**src/rtl/core_clock_gate_ctrl.sv**
```systemverilog
// Idle-detect / sleep FSM driving the core clock-gate enable; runs on the free-running clock.
// Optional gated-cycle statistics counter enabled by defining CLK_GATE_STATS_EN.
module core_clock_gate_ctrl #(
    parameter int IDLE_CYCLES = 16,
    parameter int WAKE_CYCLES = 2
) (
    input  logic        clk_i,
    input  logic        rst_i,
    input  logic        sleep_req_i,
    input  logic        busy_i,
    input  logic        wake_req_i,
    output logic        clk_en_o,
    output logic        sleep_ack_o,
    output logic        wake_ack_o,
    input  logic        stats_clr_i,
    output logic [31:0] gated_cycles_o
);

    localparam int MAX_CYC = (IDLE_CYCLES > WAKE_CYCLES) ? IDLE_CYCLES : WAKE_CYCLES;
    localparam int CNT_W   = $clog2(MAX_CYC + 1);

    localparam logic [CNT_W-1:0] CNT_ZERO = '0;
    localparam logic [CNT_W-1:0] CNT_ONE  = CNT_W'(1);
    localparam logic [CNT_W-1:0] IDLE_T   = CNT_W'(IDLE_CYCLES);
    localparam logic [CNT_W-1:0] WAKE_T   = CNT_W'(WAKE_CYCLES);

    typedef enum logic [1:0] {
        ACTIVE   = 2'd0,
        IDLE_CNT = 2'd1,
        GATED    = 2'd2,
        WAKING   = 2'd3
    } state_t;

    state_t           state_q, state_d;
    logic [CNT_W-1:0] cnt_q, cnt_d;
    logic             clk_en_q;
    logic             sleep_ack_q;
    logic             wake_ack_q;

    logic idle_ok;
    assign idle_ok = sleep_req_i & ~busy_i & ~wake_req_i;

    always_comb begin
        state_d = state_q;
        cnt_d   = cnt_q;
        case (state_q)
            ACTIVE: begin
                if (idle_ok) begin
                    state_d = IDLE_CNT;
                    cnt_d   = CNT_ONE;
                end
            end
            IDLE_CNT: begin
                // Abort is checked before the terminal count so a late wake never gates.
                if (!idle_ok) begin
                    state_d = ACTIVE;
                    cnt_d   = CNT_ZERO;
                end else if (cnt_q == IDLE_T) begin
                    state_d = GATED;
                    cnt_d   = CNT_ZERO;
                end else begin
                    cnt_d = cnt_q + CNT_ONE;
                end
            end
            GATED: begin
                if (!idle_ok) begin
                    state_d = WAKING;
                    cnt_d   = CNT_ONE;
                end
            end
            WAKING: begin
                if (cnt_q == WAKE_T) begin
                    state_d = ACTIVE;
                    cnt_d   = CNT_ZERO;
                end else begin
                    cnt_d = cnt_q + CNT_ONE;
                end
            end
            default: begin
                state_d = ACTIVE;
                cnt_d   = CNT_ZERO;
            end
        endcase
    end

    // Outputs are decoded from the next state so they change exactly on the transition edge.
    always_ff @(posedge clk_i) begin
        if (rst_i) begin
            state_q     <= ACTIVE;
            cnt_q       <= CNT_ZERO;
            clk_en_q    <= 1'b1;
            sleep_ack_q <= 1'b0;
            wake_ack_q  <= 1'b0;
        end else begin
            state_q     <= state_d;
            cnt_q       <= cnt_d;
            clk_en_q    <= (state_d != GATED);
            sleep_ack_q <= (state_d == GATED);
            wake_ack_q  <= (state_q == WAKING) && (state_d == ACTIVE);
        end
    end

    assign clk_en_o    = clk_en_q;
    assign sleep_ack_o = sleep_ack_q;
    assign wake_ack_o  = wake_ack_q;

`ifdef CLK_GATE_STATS_EN
    logic [31:0] gated_cycles_q, gated_cycles_d;

    always_comb begin
        gated_cycles_d = gated_cycles_q;
        if (stats_clr_i) begin
            gated_cycles_d = 32'h0;
        end else if (!clk_en_q && (gated_cycles_q != 32'hFFFF_FFFF)) begin
            gated_cycles_d = gated_cycles_q + 32'd1;
        end
    end

    always_ff @(posedge clk_i) begin
        if (rst_i) begin
            gated_cycles_q <= 32'h0;
        end else begin
            gated_cycles_q <= gated_cycles_d;
        end
    end

    assign gated_cycles_o = gated_cycles_q;
`else
    logic unused_stats_clr;
    assign unused_stats_clr = stats_clr_i;
    assign gated_cycles_o   = 32'h0;
`endif

endmodule

```
**config.mk**
```make
export PLATFORM = sky130hd
export DESIGN_NAME = core_clock_gate_ctrl
export DESIGN_NICKNAME = d
export VERILOG_FILES = /design/src/rtl/core_clock_gate_ctrl.sv
export SDC_FILE = /design/constraint.sdc
export NUM_CORES = 1
export LEC_CHECK = 0
export ABC_AREA = 0
export ABC_CLOCK_PERIOD_IN_PS = 1400
export CAP_MARGIN = 30
export CORE_ASPECT_RATIO = 0.8
export CORE_MARGIN = 1.5
export CORE_UTILIZATION = 35
export DETAILED_ROUTE_END_ITERATION = 10
export PLACE_DENSITY = 0.78
export SLEW_MARGIN = 20
export SYNTH_ARGS = -nofsm -noshare
export SYNTH_HDL_FRONTEND = slang
export SYNTH_SLANG_ARGS = --single-unit
```
**constraint.sdc**
```tcl
create_clock -name clk_i -period 1.4 [get_ports clk_i]
set_input_delay 0.28 -clock clk_i [delete_from_list [all_inputs] [get_ports clk_i]]
set_output_delay 0.28 -clock clk_i [all_outputs]
set_load 0.01 [all_outputs]
```
* Yosys cells after proc, flatten, opt, wreduce, memory -nomap -nowiden
Cells that the tools add are included.
** Word-level totals
- Register bits :: 10
- Bits of input ports :: 6
- Logic and storage cells :: 35
** Operators by class
- Add/subtract/negate cells :: 1
- Eq/ne operators :: 9
- Multiplexer cells :: 12
- Bitwise gates (word level) :: 4
- Reductions and logical operators :: 4
** Operator list (number)
- 5-bit 2-to-1 mux :: 5
- 5-bit case mux with 4 select lines :: 1
- 2-bit 2-to-1 mux :: 5
- 2-bit case mux with 4 select lines :: 1
- 2-bit == test (second input constant) :: 3
- 2-bit inequality test (second input constant) :: 3
- 5-bit by 1-bit adder with 5-bit output (second input constant) :: 1
- 5-bit by 2-bit == test with 1-bit output (second input constant) :: 1
- 5-bit == test (second input constant) :: 1
- 2-bit zero test :: 2
- 1-bit AND :: 2
- 2-bit by 1-bit == test with 1-bit output (second input constant) :: 1
- 1-bit NOT :: 2
- 2-bit AND reduction :: 1
- 1-bit logical AND :: 1

* Longest topological paths before layout
Gate-level depths: netlist of the first run.
- Word-level depth :: 7
- Mapped depth :: 6
- Depth with buffers taken out :: 6

* Worst setup path after synthesis of the first run
OpenSTA, ideal clock, no wires.
- Kind :: reg2reg
- Start :: reg cnt_q[0]
- End :: reg cnt_q[2]
- Library setup time :: 0.128 ns
- Data arrival time :: 1.375 ns
- Slack :: -0.102 ns
- Stages on the path, launching flop included :: 7
- Path buffers :: 0
- Clock period less this slack :: 1.502 ns
- Cells stage by stage :: dfxtp_1 -> inv_1 -> ha_1 -> nor4b_1 -> nor3_1 -> nor4_1 -> o22ai_1
** On the way
- Cells in the longest elaborated chain, start to end :: 4
- Elaborated cells between the ends (all ways) :: 7
- Those cells by class :: add/sub (1); eq/ne (2); mux (4)
** Ends and longest elaborated chain
- from (decl) :: line 35 : logic [CNT_W-1:0] cnt_q, cnt_d;
- from (signal assigned) :: line 96 : cnt_q <= cnt_d;
- 5-bit by 1-bit adder with 5-bit output or 5-bit == test (tied branches) :: line 62, 76, 58
- 5-bit 2-to-1 mux :: line 58 : end else if (cnt_q == IDLE_T) begin
- 5-bit 2-to-1 mux :: line 55 : if (!idle_ok) begin
- 5-bit case mux with 4 select lines (*) :: line 46 : case (state_q)
Every way passes the cells marked *; elsewhere a longest branch is shown, timed or not.
A chain may end at the register's enable or synchronous reset.

* Worst setup path after layout of the first run
- Start :: reg cnt_q[0]
- End :: reg cnt_q[3]
The elaborated chain is that of the path after synthesis.

==> results of run 1 <==
placed cells by master (no fill, tap or decap), types with 2 or more instances in the layout:
master and n:
conb_1 32, buf_4 13, dfxtp_1 7, nor2_1 6
dlygate4sd2_1 4, nand2_1 3, a21oi_1 3, ha_4 3
clkbuf_4 3, inv_4 2, nor4b_4 2, nor3_1 2
nand3_1 2, nor3_2 2, a32o_1 2, dfxtp_2 2
dlymetal6s2s_1 2
critical path, cell delays in order, from the launching register on:
cell     delay [ns]
dfxtp_2        0.34
inv_4          0.08
ha_4           0.12
nor4b_4        0.24
buf_4          0.18
o22ai_4        0.09
a32o_1         0.26
registers in the layout (all words and copies together) (netlist names):
signal and cells:
clk_en_o 1, cnt_q 5, sleep_ack_o 1, state_q 2, wake_ack_o 1
synth_stat cells:
| cell | number | share of area, % |
|---|---|---|
| or4b_4 | 1 | 1.7 |
| buf_4 | 32 | 30 |
| a211oi_1 | 1 | 0.94 |
| nor3_1 | 4 | 2.5 |
| xnor2_1 | 2 | 2.2 |
| nand2b_1 | 1 | 0.79 |
| o22ai_1 | 1 | 0.79 |
| clkbuf_1 | 1 | 0.47 |
| nor4b_2 | 1 | 1.9 |
| o22ai_2 | 1 | 1.6 |
| inv_1 | 2 | 0.94 |
| ha_1 | 3 | 4.7 |
| nor3b_1 | 1 | 0.94 |
| dfxtp_1 | 10 | 25 |
| o21bai_1 | 1 | 0.94 |
| nand2_1 | 3 | 1.4 |
| nor2_1 | 6 | 2.8 |
| conb_1 | 1 | 0.47 |
| or2b_1 | 1 | 0.94 |
| a21oi_1 | 3 | 1.9 |
| nand3_1 | 3 | 1.9 |
| a21o_1 | 1 | 0.94 |
| a32o_1 | 2 | 2.5 |
| o211a_1 | 1 | 1.3 |
| nand3b_1 | 1 | 0.94 |
| and4bb_2 | 1 | 1.6 |
| nor4_1 | 1 | 0.79 |
| a211o_1 | 1 | 1.1 |
| o21ai_0 | 1 | 0.63 |
| and2_1 | 1 | 0.79 |
| and2b_2 | 1 | 1.1 |
| and2b_1 | 1 | 0.94 |
| nor4b_1 | 1 | 1.1 |
| or3b_2 | 1 | 1.1 |
routing by layer:
metal / vias up / share of wire (%) / routed length (um)
met5: - / 0 / 0
met4: 0 / 3.0 / 50
met3: 5 / 4.2 / 69
met2: 29 / 52 / 862
met1: 302 / 40 / 667
li1: 301 / - / -
area by class of cell:
cell class	instances	area [um^2]	area share (%)
diodes	1	2.50	0.247
clock buffers	3	22.5	2.22
inverters	2	12.5	1.23
multi-input cells	79	571	56.3
flip-flops and latches	10	206	20.4
well taps	25	31.3	3.09
repair buffers	20	168	16.5
how the worst max path moves through the flow:
stage,startpoint,to,slack (ns),cells past startpoint
final,cnt_q[0],cnt_q[3],-0.01,6
after global routing,cnt_q[0],cnt_q[4],-0.08,7
after CTS,state_q[1],state_q[1],0.0006,4
after detailed placement,busy_i,cnt_q[3],-0.58,5
after global placement,sleep_req_i,cnt_q[3],-0.52,5
after floorplan,busy_i,cnt_q[1],0.03,4
logic make-up (layout without fill, tap and decap cells):
| group | Yosys count | after routing |
|---|---|---|
| adder cells (fa/ha/maj) | 3 | 3 |
| XOR/XNOR | 2 | 2 |
| AO/OA/AOI/OAI | 13 | 13 |
| buffers and inverters | 35 | 25 |
| flip-flops | 10 | 10 |
| other | 1 | 33 |
| AND/OR/NAND/NOR | 29 | 29 |
power by group through the flow:
| stage | Sequential [uW] | Clock, uW | Combinational [uW] |
|---|---|---|---|
| 6_report | 291 | 208 | 106 |
| 5_1_grt | 291 | 224 | 119 |
| 4_1_cts | 291 | 216 | 97.7 |
| 3_5_place_dp | 297 | 0 | 93.8 |
| 3_3_place_gp | 297 | 0 | 91.2 |
| 2_1_floorplan | 296 | 0 | 129 |
per-stage QoR:
step | total power [uW] | worst slack, ns | setup TNS, ns | hold WS (ns)
6_report | 606 | -0.0129 | -0.0235 | 0.577
5_1_grt | 635 | -0.0790 | -0.323 | 0.614
4_1_cts | 605 | 0.000604 | 0 | 0.584
3_5_place_dp | 391 | -0.575 | -4.00 | 0.579
3_3_place_gp | 388 | -0.523 | -3.59 | 0.571
2_1_floorplan | 425 | 0.0298 | 0 | 0.349
repair_timing:
item | 4_1_cts | 5_1_grt
pin swaps | 7 | 13
hold buffers | 0 | 0
endpoints found under the setup margin | 9 | 10
gates resized for setup | 13 | 19
buffers inserted | 1 | 2
hold endpoints to repair | 0 | 0
==> results by group, run 1 <==
Synthesis
  • Post-Syn Area: 796 um^2
  • Syn_area_per_cell: 8.56 um^2
  • Sequential area share after synthesis: 25.2%
  • Synth Warn #: 0
  • Post-synthesis mux area share: 0%
  • Synth unique cells: 34
  • #FFs+latches synth: 10
  • Syn Inst Count: 93
  • Synth Area in XOR/XNOR: 2.20%
  • Post-synthesis compound-gate area fraction: 12.6%
  • Simple-Gate Fraction of Synth Area: 23.3%
  • Synth Area in Adders: 4.72%
  • Largest family of logic cells by synthesized area: buffers and inverters

Floorplanning
  • Initial Util: 36.9%
  • Row Count: 15
  • Die area: 0.00257 mm^2
  • DIE HEIGHT: 45.7 um
  • IO Count: 41
  • Die X: 56.3 um
  • Area of the core: 0.00216 mm^2

Clock network
  • Clock-pin slew on the worst setup and hold paths: 0.07 ns
  • H-tree Lvls: 1
  • Max clock buf depth: 2
  • Worst skew pair latency: 0.27 ns
  • CTS tree: yes
  • Num CTS Buffers: 3
  • Clock sinks: 10
  • Root buf cell: clkbuf_4

Place
  • Detail Placement HPWL: 1.09 mm
  • Routability Congestion: 0.890
  • Placed inst area: 851 um^2
  • PortBufs: 7
  • Placed Cells incl. Taps: 133

STA
  • Fin Clk Skew: 0.000676 ns
  • Tmin final: 1.41 ns
  • Max Slew Vio Count: 0
  • Max Freq: 0.708 GHz
  • PnR worst setup slack: -0.0129 ns
  • Final worst-path cycle share: 101%
  • Hold Violations, Final: 0
  • # setup viols final: 2
  • RSZ-0062 raised after global routing: yes

Min path
  • Worst Hold Path EP: state_q[1]
  • HP Class: flip-flop to flip-flop
  • Hold Crit Depth: 2
  • Hold Startpoint: state_q[0]

Worst setup path
  • Worst Setup End Kind: flip-flop
  • Data arrival, critical path: 1.58 ns
  • Reg2reg end: cnt_q[3]
  • FF-to-FF path depth: 6
  • CP Class: flip-flop to flip-flop
  • Worst Setup Start Kind: flip-flop
  • RR Startpoint: cnt_q[0]
  • Worst EP required: 1.57 ns
  • R2r setup slk: -0.01 ns
  • Crit Path Max Fanout: 5

Global route
  • Pin count of the biggest net entering global routing: 11
  • Global-route wire length before repair: 2.42 mm
  • Global route overflow: 0
  • Global Route met2 Usage: 22.6%
  • Met3 usage: 2.56%
  • Vias in the first global route: 550
  • Initial antenna violation count: 1
  • Overall routing resource usage: 12.8%
  • Busiest grt layer: met2
  • GR Util met1: 13.4%

Layout
  • Fin util: 47.0%
  • Fillers: 202
  • Nets: 125
  • Layout area overhead: 27.4%
  • Finished Layout Cells: 140
  • Final instance area: 0.00101 mm^2
  • Ratio of cells with drive above 1 in the final layout: 32.5%

Detailed routing
  • DR iter-0 viols: 13
  • DRC: 0
  • Drt total wl: 1.65 mm
  • Vias per cell: 4.55
  • DR pass1 iterations: 4
  • ANT nets after route: 0
  • Vias post-DR: 637
  • Routed len/inst: 11.8 um

Power
  • Maximum VDD drop: 0.000370 V
  • Pint: 422 uW
  • Pwr Density: 598 mW/mm^2
  • Switching Share: 30.3%
  • Share of power burned in combinational logic: 17.6%
  • Sequential power share: 48.1%
  • Switching pwr: 184 uW
  • Clk network pwr share: 34.3%
  • Lkg Pwr: 0.000483 uW

Outcome
  • Status: finished, violations left
  • Violated checks: negative setup slack

Run
  • Max-cap violation count: 0
Power figures use the tool's default switching activity.
==> run 2: changes to the inputs <==
--- a/config.mk
+++ b/config.mk
@@ -6,13 +6,13 @@
 export NUM_CORES = 1
 export LEC_CHECK = 0
 export ABC_AREA = 0
-export ABC_CLOCK_PERIOD_IN_PS = 1400
+export ABC_CLOCK_PERIOD_IN_PS = 1600
 export CAP_MARGIN = 30
 export CORE_ASPECT_RATIO = 0.8
-export CORE_MARGIN = 1.5
-export CORE_UTILIZATION = 35
+export CORE_MARGIN = 2
+export CORE_UTILIZATION = 39
 export DETAILED_ROUTE_END_ITERATION = 10
-export PLACE_DENSITY = 0.78
+export PLACE_DENSITY = 0.82
 export SLEW_MARGIN = 20
 export SYNTH_ARGS = -nofsm -noshare
 export SYNTH_HDL_FRONTEND = slang
==> constraint.sdc (replaced) <==
create_clock -name clk_i -period 1.6 [get_ports clk_i]
set_input_delay 0.32 -clock clk_i [delete_from_list [all_inputs] [get_ports clk_i]]
set_output_delay 0.32 -clock clk_i [all_outputs]
set_load 0.01 [all_outputs]
==> run 2 against run 1 <==
Effect of this change: the flow now finishes without violations; sequential power shrank 12%; critical path depth shrank 1; clock power grew 12%; via count shrank 4.1%; sequential cell count is the same; clock-buffer cell count grew 1; first-iteration DRC count shrank 85%; hold slack lost 0.0084 ns; critical endpoint is now clk_en_o; highest routed layer unchanged.
==> results by group, run 2 (synthesis gave the netlist of run 1 again) <==
Outcome
  • Status: finished clean

Place
  • Routability Congestion: 0.791
  • Placed inst area: 821 um^2
  • PortBufs: 7
  • Placement Setup Slack: -0.409 ns
  • Detail Placement HPWL: 1.17 mm

Clock network
  • Num CTS Buffers: 3
  • Worst skew pair latency: 0.28 ns
  • H-tree Lvls: 1
  • CTS tree: yes
  • Max clock buf depth: 2
  • Hold-fix buffers, CTS: 0
  • Clock sinks: 10
  • Root buf cell: clkbuf_4
  • Clock-pin slew on the worst setup and hold paths: 0.06 ns

Worst setup path
  • Worst Setup Start Kind: flip-flop
  • Crit Path Max Fanout: 5
  • Reg2reg end: clk_en_o
  • Cells along the critical path: inv_1, ha_1, and4bb_4, nand3b_1, a211o_1
  • Crit-path max cell delay: 0.34 ns
  • Worst Setup End Kind: flip-flop
  • R2r setup slk: 0.09 ns
  • CP Class: flip-flop to flip-flop
  • Worst EP required: 1.76 ns
  • RR Startpoint: cnt_q[0]
  • Critical Path Slowest Stage Cell: dfxtp_1
  • Data arrival, critical path: 1.67 ns
  • Critical path buffer and inverter count: 1
  • FF-to-FF path depth: 5
  • Top delay family on crit path: simple AND/OR/NAND/NOR gates

STA
  • Tmin final: 1.51 ns
  • Max Freq: 0.663 GHz
  • RSZ-0062 raised after global routing: no
  • Fin Clk Skew: 0.00575 ns
  • Hold Violations, Final: 0
  • Final worst-path cycle share: 94.3%
  • Min Hold Slack: 0.569 ns
  • Max Slew Vio Count: 0
  • # setup viols final: 0
  • PnR worst setup slack: 0.0909 ns

Layout
  • Max reg flops: 5
  • Nets: 119
  • Largest registers: cnt_q: 5 flops, state_q: 2 flops
  • Reg with most FFs: cnt_q
  • Layout area overhead: 13.2%
  • Commonest non-fill, non-tap cell in the layout: conb_1
  • Final instance area: 901 um^2
  • Commonest non-fill, non-tap cells in the layout: 32 x conb_1, 10 x dfxtp_1, 7 x buf_4
  • Ratio of cells with drive above 1 in the final layout: 19.3%
  • ANT cells: 0

Detailed routing
  • Vias post-DR: 611
  • ANT nets after route: 0
  • Routed len/inst: 11.6 um
  • DR pass1 iterations: 2
  • DR iter-0 viols: 2
  • Vias per cell: 4.59
  • DRC: 0
  • Drt total wl: 1.55 mm

Min path
  • Hold Crit Depth: 1
  • Hold Startpoint: cnt_q[1]
  • Worst Hold Path EP: cnt_q[1]
  • HP Class: flip-flop to flip-flop

Power
  • Lkg Pwr: 0.000424 uW
  • Maximum VDD drop: 0.000371 V
  • Pwr Density: 635 mW/mm^2

Global route
  • Global-route wire length before repair: 2.44 mm
  • Vias in the first global route: 555
  • Global route overflow: 0
  • Initial antenna violation count: 0
  • Pin count of the biggest net entering global routing: 11
  • Overall routing resource usage: 15.1%

Floorplanning
  • Die X: 54.5 um
  • Row Count: 14
  • DIE HEIGHT: 44.4 um
  • IO Count: 41
  • Die area: 0.00242 mm^2
  • Initial Util: 41.7%
  • Area of the core: 0.00191 mm^2

Run
  • Max-cap violation count: 0
## run 2: cell types whose count changed in the layout (fill, tap and decap cells not counted), sizes merged
cell / previous run / this run
clkdlybuf4s50: 1 / 4
diode: 1 / 0
dlymetal6s2s: 2 / 0
clkbuf: 3 / 4
buf: 13 / 7
dlygate4sd2: 4 / 3
## run 2: routing by layer
metal	global-route usage (%)	wire, um
met1	15.5	572
met2	23.9	794
met3	6.76	106
met4	11.5	72
met5	0	0
## run 2: cell type report
type                            instances  area [um^2]
Clock buffer                            4         36.3
Multi-Input combinational cell         79          508
Inverter                                2         7.51
Sequential cell                        10          200
Tap cell                               24         30.0
Fill cell                             200         1010
Timing Repair Buffer                   14          119
## run 2: worst max-delay path by stage
stage                     to  cells after the start         from  slack (ns)
floorplan           cnt_q[2]                      6     cnt_q[0]         0.1
global placement    cnt_q[3]                      6  sleep_req_i       -0.37
detailed placement  cnt_q[4]                      6   wake_req_i       -0.41
CTS                 cnt_q[2]                      7     cnt_q[0]        0.02
global route        cnt_q[2]                      7     cnt_q[0]      0.0005
finish              clk_en_o                      5     cnt_q[0]        0.09
## run 2: metrics by stage
step                setup TNS [ns]  power (uW)  util, %  instances
floorplan                        0         372        -        124
global route                     0         604     47.2        133
detailed placement           -2.83         342     43.0        129
finish                           0         572     47.2        133
global placement             -2.37         340     43.0        129
CTS                              0         568     46.4        133
## run 2: power by group
group / leakage (uW) / switching, uW / internal, uW / total (uW)
clock: 0.0000210 / 93.0 / 139 / 232
sequential: 0.0000808 / 4.13 / 252 / 256
combinational: 0.000322 / 57.0 / 27.9 / 84.8
## run 2: timing repair
action,CTS,global route
hold endpoints to repair,0,0
setup endpoints to repair,6,7
pin swaps,3,0
gates resized for setup,8,3
setup buffers,0,0
==> run 3: changes to the inputs <==
--- a/config.mk
+++ b/config.mk
@@ -13,6 +13,7 @@
 export CORE_UTILIZATION = 39
 export DETAILED_ROUTE_END_ITERATION = 10
 export PLACE_DENSITY = 0.82
+export SKIP_CTS_REPAIR_TIMING = 1
 export SLEW_MARGIN = 20
 export SYNTH_ARGS = -nofsm -noshare
 export SYNTH_HDL_FRONTEND = slang
==> run 3 against run 2 <==
Effect of this change: global-route usage down 1.5 points; total power down 0.97%; first-iteration DRC count grew to 3.5 times the previous value; non-clock buffer count did not move; final cell count unchanged; clock power fell by 3%.
==> results by group, run 3 (synthesis gave the netlist of run 1 again) <==
Layout
  • Fillers: 194
  • Largest registers: cnt_q: 5 flops, state_q: 2 flops
  • Commonest non-fill, non-tap cell in the layout: conb_1
  • Commonest non-fill, non-tap cells in the layout: 32 x conb_1, 10 x dfxtp_1, 7 x buf_4
  • Ratio of cells with drive above 1 in the final layout: 17.4%
  • Max reg flops: 5
  • Nets: 119
  • ANT cells: 0
  • Layout area overhead: 13.2%
  • Multi-input logic area: 497 um^2
  • Reg with most FFs: cnt_q
  • FF+latch area: 200 um^2

Detailed routing
  • Routed len/inst: 11.4 um
  • DR iter-0 viols: 7
  • Vias per cell: 4.56
  • Vias post-DR: 607
  • ANT nets after route: 0
  • Drt total wl: 1.52 mm
  • DRC: 0
  • DR pass1 iterations: 2

Floorplanning
  • DIE HEIGHT: 44.4 um
  • Die area: 0.00242 mm^2
  • Area of the core: 0.00191 mm^2
  • Die X: 54.5 um
  • IO Count: 41
  • Row Count: 14
  • Initial Util: 41.7%

Global route
  • Overall routing resource usage: 13.6%
  • Pin count of the biggest net entering global routing: 11
  • Initial antenna violation count: 0
  • Global-route wire length before repair: 2.29 mm
  • Vias in the first global route: 522
  • Global route overflow: 0

Power
  • Clk network pwr share: 39.8%
  • Switching Share: 26.1%
  • Lkg Pwr: 0.000447 uW
  • Maximum VDD drop: 0.000377 V
  • Pint: 419 uW
  • Sequential power share: 45.2%
  • Pwr Density: 629 mW/mm^2
  • Share of power burned in combinational logic: 15.0%
  • Switching pwr: 148 uW

STA
  • Final setup TNS: 0 ns
  • Max Slew Vio Count: 0
  • Tmin final: 1.51 ns
  • Min Hold Slack: 0.530 ns
  • Fin Clk Skew: 0.00415 ns
  • Max Freq: 0.661 GHz
  • Final worst-path cycle share: 94.6%
  • PnR worst setup slack: 0.0862 ns
  • Hold Violations, Final: 0
  • # setup viols final: 0

Clock network
  • Root buf cell: clkbuf_4
  • Max clock buf depth: 2
  • H-tree Lvls: 1
  • Num CTS Buffers: 3
  • Clock-pin slew on the worst setup and hold paths: 0.07 ns
  • Worst skew pair latency: 0.27 ns
  • CTS tree: yes
  • Clock sinks: 10

Worst setup path
  • CP Class: flip-flop to flip-flop
  • Worst Setup End Kind: flip-flop
  • Worst Setup Start Kind: flip-flop
  • Crit Path Max Fanout: 5
  • Worst EP required: 1.75 ns
  • Data arrival, critical path: 1.66 ns

Min path
  • HP Class: primary input to flip-flop

Run
  • Max-cap violation count: 0

Place
  • Routability Congestion: 0.791
  • Placement Setup Slack: -0.409 ns
  • PortBufs: 7
  • Detail Placement HPWL: 1.17 mm

Outcome
  • Status: finished clean
[run 3: cell types whose count changed in the layout (fill, tap and decap cells not counted)]
cell / delta
dlygate4sd2_1: -3
dlymetal6s2s_1: +3
a211oi_1: +1
a211oi_2: -1
nor4_1: +1
nor4_2: -1
[run 3: worst paths after layout]
path	slack (ns)	cells past startpoint	from	to
setup reg to reg	0.09	6	cnt_q[0]	cnt_q[2]
setup / recovery	0.09	6	cnt_q[0]	cnt_q[2]
hold / removal	0.53	4	wake_req_i	sleep_ack_o
hold reg to reg	0.57	1	cnt_q[1]	cnt_q[1]
[run 3: critical path: stages (launching register included)]
cell and delay, ns:
dfxtp_1 0.34, inv_1 0.11, ha_1 0.16, and4bb_4 0.31, nor4b_4 0.06, nor4_1 0.30
o22ai_1 0.11
[run 3: power by group through the flow]
stage / Combinational [uW] / Clock, uW / Sequential [uW]
after global placement: 78.8 / 0 / 261
after global routing: 96.0 / 247 / 256
final: 85.1 / 226 / 256
after detailed placement: 81.1 / 0 / 261
after floorplan: 113 / 0 / 259
after CTS: 81.2 / 231 / 256
[run 3: area by class of cell]
| type | instances | area share, % |
|---|---|---|
| multi-input combinational | 79 | 55.1 |
| sequential | 10 | 22.2 |
| timing repair buffer | 14 | 14.4 |
| clock buffer | 4 | 4.03 |
| tap | 24 | 3.33 |
| inverter | 2 | 0.833 |
[run 3: routing by layer]
metal,track usage (%),share of wire [%],vias up
met1,14.4,39,284
met2,22.9,51,29
met5,0,0,-
met3,6.76,7.1,4
met4,5.50,2.2,0
li1,-,-,290
[run 3: per-stage QoR]
step                      std cells  utilization [%]  total power, uW  cell area [um^2]
after floorplan                 124                -              372               912
after global placement          129             43.0              340               821
after detailed placement        129             43.0              342               821
after CTS                       133             44.9              568               857
after global routing            133             47.2              599               901
final                           133             47.2              567               901
